$ cat src/rtl/correlator_sequencer.sv
// Slot/sample/block sequencer feeding the correlate and accumulate stages (vis_clock domain).
// Define SEQ_STATS_EN to add the frames_o / skips_o statistics counters.
module correlator_sequencer #(
  parameter int                TRATE  = 15,
  parameter int                COUNT  = 15,
  parameter int                BLOCKS = 4,
  parameter logic [TRATE-1:0]  AUTOS  = {TRATE{1'b0}},
  parameter int                TBITS  = (TRATE > 1) ? $clog2(TRATE) : 1
) (
  input  logic             clock,
  input  logic             reset_n,
  input  logic             enable_i,
  input  logic             acc_ready_i,
  input  logic             valid_i,
  input  logic             first_i,
  output logic             valid_o,
  output logic [TBITS-1:0] taddr_o,
  output logic             first_o,
  output logic             last_o,
  output logic             auto_o,
  output logic             acc_first_o,
  output logic             acc_last_o,
  output logic             vis_start_o,
  output logic             vis_frame_o,
  output logic             sync_err_o
`ifdef SEQ_STATS_EN
  ,
  output logic [15:0]      frames_o,
  output logic [15:0]      skips_o
`endif
);

  localparam int SBITS = (COUNT > 1) ? $clog2(COUNT) : 1;
  localparam int BBITS = (BLOCKS > 1) ? $clog2(BLOCKS) : 1;

  typedef enum logic [0:0] {IDLE = 1'b0, RUN = 1'b1} state_t;

  state_t           state_r;
  logic [TBITS-1:0] tcnt_r;
  logic [SBITS-1:0] scnt_r;
  logic [BBITS-1:0] bcnt_r;

  logic             start_s, origin_s, emit_s, resync_s, restart_s;
  logic [TBITS-1:0] cur_t_s;
  logic [SBITS-1:0] cur_s_s;
  logic [BBITS-1:0] cur_b_s;
  logic             t_wrap_s, s_wrap_s, b_wrap_s, frame_end_s;

  // Decide whether this cycle emits a slot and which counter position it represents.
  always_comb begin
    start_s  = enable_i & acc_ready_i & valid_i & first_i;
    origin_s = (tcnt_r == TBITS'(0)) && (scnt_r == SBITS'(0));
    if (state_r == RUN) begin
      emit_s   = valid_i;
      resync_s = valid_i & first_i & ~origin_s;
    end else begin
      emit_s   = start_s;
      resync_s = 1'b0;
    end
    // A frame start or a resync both restart the stream from the origin.
    restart_s = emit_s & ((state_r == IDLE) | resync_s);
    if (restart_s) begin
      cur_t_s = TBITS'(0);
      cur_s_s = SBITS'(0);
      cur_b_s = BBITS'(0);
    end else begin
      cur_t_s = tcnt_r;
      cur_s_s = scnt_r;
      cur_b_s = bcnt_r;
    end
    t_wrap_s    = (cur_t_s == TBITS'(TRATE - 1));
    s_wrap_s    = (cur_s_s == SBITS'(COUNT - 1));
    b_wrap_s    = (cur_b_s == BBITS'(BLOCKS - 1));
    frame_end_s = t_wrap_s & s_wrap_s & b_wrap_s;
  end

  // Sequencer state, position counters and registered control outputs.
  always_ff @(posedge clock or negedge reset_n) begin
    if (!reset_n) begin
      state_r     <= IDLE;
      tcnt_r      <= TBITS'(0);
      scnt_r      <= SBITS'(0);
      bcnt_r      <= BBITS'(0);
      valid_o     <= 1'b0;
      taddr_o     <= TBITS'(0);
      first_o     <= 1'b0;
      last_o      <= 1'b0;
      auto_o      <= 1'b0;
      acc_first_o <= 1'b0;
      acc_last_o  <= 1'b0;
      vis_start_o <= 1'b0;
      vis_frame_o <= 1'b0;
      sync_err_o  <= 1'b0;
    end else begin
      if (emit_s) begin
        tcnt_r <= t_wrap_s ? TBITS'(0) : cur_t_s + TBITS'(1);
        if (t_wrap_s) begin
          scnt_r <= s_wrap_s ? SBITS'(0) : cur_s_s + SBITS'(1);
        end else begin
          scnt_r <= cur_s_s;
        end
        if (t_wrap_s & s_wrap_s) begin
          bcnt_r <= b_wrap_s ? BBITS'(0) : cur_b_s + BBITS'(1);
        end else begin
          bcnt_r <= cur_b_s;
        end
        // Returning to IDLE at frame end lets the next frame start seamlessly or stall.
        state_r <= frame_end_s ? IDLE : RUN;
      end else begin
        state_r <= state_r;
      end
      valid_o     <= emit_s;
      taddr_o     <= emit_s ? cur_t_s : TBITS'(0);
      first_o     <= emit_s & (cur_s_s == SBITS'(0));
      last_o      <= emit_s & s_wrap_s;
      auto_o      <= emit_s & AUTOS[cur_t_s];
      acc_first_o <= emit_s & s_wrap_s & (cur_b_s == BBITS'(0));
      acc_last_o  <= emit_s & s_wrap_s & b_wrap_s;
      vis_start_o <= restart_s;
      vis_frame_o <= emit_s | (state_r == RUN);
      if (resync_s) begin
        sync_err_o <= 1'b1;
      end else begin
        sync_err_o <= sync_err_o;
      end
    end
  end

`ifdef SEQ_STATS_EN
  // Completed-frame and stalled-start statistics.
  always_ff @(posedge clock or negedge reset_n) begin
    if (!reset_n) begin
      frames_o <= 16'd0;
      skips_o  <= 16'd0;
    end else begin
      if (acc_last_o && (taddr_o == TBITS'(TRATE - 1))) begin
        frames_o <= frames_o + 16'd1;
      end else begin
        frames_o <= frames_o;
      end
      if ((state_r == IDLE) && enable_i && first_i && valid_i && !acc_ready_i) begin
        skips_o <= skips_o + 16'd1;
      end else begin
        skips_o <= skips_o;
      end
    end
  end
`endif

endmodule

$ cat config.mk
export PLATFORM = sky130hd
export DESIGN_NAME = correlator_sequencer
export DESIGN_NICKNAME = d
export VERILOG_FILES = /design/src/rtl/correlator_sequencer.sv
export SDC_FILE = /design/constraint.sdc
export NUM_CORES = 1
export LEC_CHECK = 0
export ABC_AREA = 1
export CAP_MARGIN = 20
export CORE_ASPECT_RATIO = 0.9
export CORE_MARGIN = 5
export CORE_UTILIZATION = 55
export DETAILED_ROUTE_END_ITERATION = 16
export HOLD_SLACK_MARGIN = 0.06
export PLACE_DENSITY_LB_ADDON = 0.05
export SLEW_MARGIN = 10
export SYNTH_ARGS = -nofsm -noshare
export SYNTH_HDL_FRONTEND = slang
export SYNTH_SLANG_ARGS = --single-unit
$ cat constraint.sdc
create_clock -name clock -period 4 [get_ports clock]
set_clock_uncertainty 0.05 [all_clocks]
set_input_delay 0.4 -clock clock [delete_from_list [all_inputs] [get_ports clock]]
set_output_delay 0.4 -clock clock [all_outputs]
set_load 0.005 [all_outputs]
==> reports/metrics.yaml <==
worst_setup_path:
  cp_slowest_cell: "clkdlybuf4s50_1"
  critPathTopFamily: "buffers and inverters"
  ff2ff_path_depth: 10
  r2r_slack_ps: 2070
  rr_startpoint: "state_r$_DFFE_PN0P_"
  crit_buf_inv: 3
  cp_data_required_time_ps: 4170
  crit_fanout: 12
  path_class: "in2reg"
  path_cells: "clkdlybuf4s50_1, nand2_1, inv_1, nand3_1, nand2_1, clkinv_1, nor2_1, nand2_1, o211ai_1"
  cp-start-kind: "input pin"
  cp.arrival_ps: 2370
  cp_common_cell: "nand2_1"
  r2r-end: "bcnt_r[1]$_DFFE_PN0P_"
  cpPeakStageDelay_ps: 480
  critPathCaptureType: "flop"
sta:
  tightest_slew_ps: 501
  maxSlewHeadroom: 0.665
  fin_crit_sh: 0.550
  setup_tns_ps: 0
  rsz0062_at_grt: "false"
  layout_min_cycle_time_ps: 2200
  drv_slew: 0
  timing.hold.ws_ps: 332
  setup-violations-final: 0
  fmax_mhz: 455
  final_hold_viol_count: 0
logic_synthesis:
  synth_area_um2: 1160
  synth.ff_latch_count: 23
  seq_area_frac_synth: 0.497
  yosysWarningCount: 0
  syn_inst: 138
  yosysUniqueCellTypes: 29
  syn_avg_cell_area_um2: 8.40
  syn-num-nets: 146
cts:
  post-cts-setup-buffer-count: 0
  clk_pin_slew_worst_paths_ps: 120
  clock-sinks: 23
  cts_max_level: 1
  cts_tree: "done"
  clk_latency_ps: 310
  post_cts_resized: 0
  postCtsHoldBufs: 0
  cts_buffers: 3
  root_buffer: "clkbuf_4"
  clk_path_buf_depth: 2
power:
  p_total_uw: 622
  powerDensity_nw_per_um2: 453
  p_sw_uw: 223
  p_comb_frac: 0.321
  seqPwrFrac: 0.509
  power_frac_clock: 0.169
  leakage_nw: 0.731
  swShare: 0.358
  vdd_drop_max_uv: 292
  p_int_uw: 399
placed_design:
  place.gp.congestion: 0.908
  dp_hpwl_mm: 1.71
  port_buffers: 17
routing:
  viasPerCell: 5.19
  ant_nets: 0
  drc: 0
  wl_per_cell_um: 12.1
  wirelength_mm: 2.20
  drt_first_pass_iters: 4
  vias: 944
  drt_iter0_markers: 23
run_status:
  status: "complete, no violations"
final_layout:
  fillCellCount: 174
  drive_above_1_share: 0.134
  diodes: 0
  area_growth_pct: 18.6
  final_nets: 166
global_routing:
  antenna_found_initial: 0
  grt_pass1_vias: 880
  grt_pass1_wl_mm: 3.82
  grt_max_degree: 24
  globalRoute.totalOverflow: 0
  grt_usage: 0.166
floorplanning:
  rows: 15
  dieArea_um2: 3130
  die_x_um: 58.4
  ios: 19
  coreArea_um2: 1970
  start_util: 0.588
  die_h_um: 53.5
run:
  cap_violations: 0
hold_path:
  hold_path_class: "in2async"
worst max path at each step:
stage                          startpoint                    end  depth (start not counted)  slack [ps]
CTS                               valid_i  tcnt_r[1]$_DFFE_PN0P_                          9        1780
global placement                  valid_i  bcnt_r[1]$_DFFE_PN0P_                         13        1550
detailed placement                valid_i  tcnt_r[1]$_DFFE_PN0P_                          9        1470
floorplan           scnt_r[0]$_DFFE_PN0P_  bcnt_r[1]$_DFFE_PN0P_                         10        2350
finish                            valid_i  tcnt_r[1]$_DFFE_PN0P_                          9        1800
global route                      valid_i  tcnt_r[1]$_DFFE_PN0P_                          9        1570
Yosys cell counts:
master	number	area [um2]
o21ai_1	1	5.00
nor2_1	9	33.8
o21ai_0	2	10.0
nand3_1	11	55.1
o22ai_1	2	12.5
dfrtp_1	23	576
nand3b_1	1	7.51
nand2_2	4	25.0
a21oi_1	1	5.00
o21ai_2	1	8.76
inv_1	17	63.8
nand2_4	1	11.3
a21boi_1	1	7.51
nor2_2	4	25.0
buf_4	1	7.51
o21bai_1	1	7.51
clkinv_1	1	3.75
buf_2	1	5.00
nand2_1	42	158
ha_1	2	25.0
conb_1	1	3.75
a211oi_1	1	7.51
xor2_1	1	8.76
nand3_2	2	20.0
o211ai_1	1	7.51
buf_6	1	11.3
inv_2	2	7.51
nand3_4	1	17.5
nor2_4	2	22.5
logic make-up after synthesis:
kind of cell / synth area share
AOI/OAI and AO/OA: 0.0616
xor gates and xnor gates: 0.00756
adders and majority gates: 0.0216
buffers and inverters: 0.0853
DFF: 0.497
other: 0.00324
and+or+nand+nor: 0.324
registers in the layout, indices dropped and copies added, names as in the netlist:
signal	count
acc_first_o	1
acc_last_o	1
bcnt_r	2
first_o	1
last_o	1
scnt_r	4
state_r	1
sync_err_o	1
taddr_o	4
tcnt_r	4
valid_o	1
vis_frame_o	1
vis_start_o	1
worst register-to-register path: stages (launching register included):
cell	delay, ps
dfrtp_1	420
nand2_1	80
nand2_1	300
nand2_4	300
nand2_1	150
nor2_4	160
nand2_1	70
nand2_1	70
nand2_2	90
nand2_1	80
nand3_1	60
power groups by stage:
stage / clock [mW] / sequential (mW) / combinational, mW
after global placement: 0 / 0.320 / 0.194
after CTS: 0.109 / 0.317 / 0.200
after global routing: 0.120 / 0.325 / 0.226
final: 0.105 / 0.317 / 0.200
after detailed placement: 0 / 0.322 / 0.198
after floorplan: 0 / 0.314 / 0.133
metrics by stage:
step                setup WS [ps]  cells  utilization  instance area [um2]
finish                       1800    182        0.697                 1370
global placement             1550    177        0.678                 1340
CTS                          1780    181        0.691                 1360
detailed placement           1470    177        0.678                 1340
global route                 1570    182        0.697                 1370
floorplan                    2350    138            -                 1160
per-layer routing:
layer / wire [um] / share of wire / up-vias / global-route usage
met5: 0 / 0 / - / 0
met4: 33 / 0.015 / 0 / 0.0463
li1: - / - / 465 / -
met2: 1110 / 0.51 / 23 / 0.288
met3: 127 / 0.058 / 7 / 0.0528
met1: 922 / 0.42 / 449 / 0.198
final cells by class:
class,count,area [um2],area share
inverters,20,75.1,0.0546
flip-flops and latches,23,576,0.419
clock buffers,4,26.3,0.0191
repair buffers,18,181,0.132
well taps,25,31.3,0.0228
multi-input cells,92,484,0.352
cells in the final DEF, fill, tap and decap left out, types with 2 or more instances in the layout:
master           count
nand2_1             42
nor2_2               4
nor2_1               9
nor2_4               2
dfrtp_1             23
clkdlybuf4s50_1     17
inv_1               17
ha_1                 2
clkbuf_4             3
inv_2                2
nand2_2              4
nand3_1             11
nand3_2              2
o21ai_0              2
o22ai_1              2
Note: power is estimated with default switching activity, not from simulation.
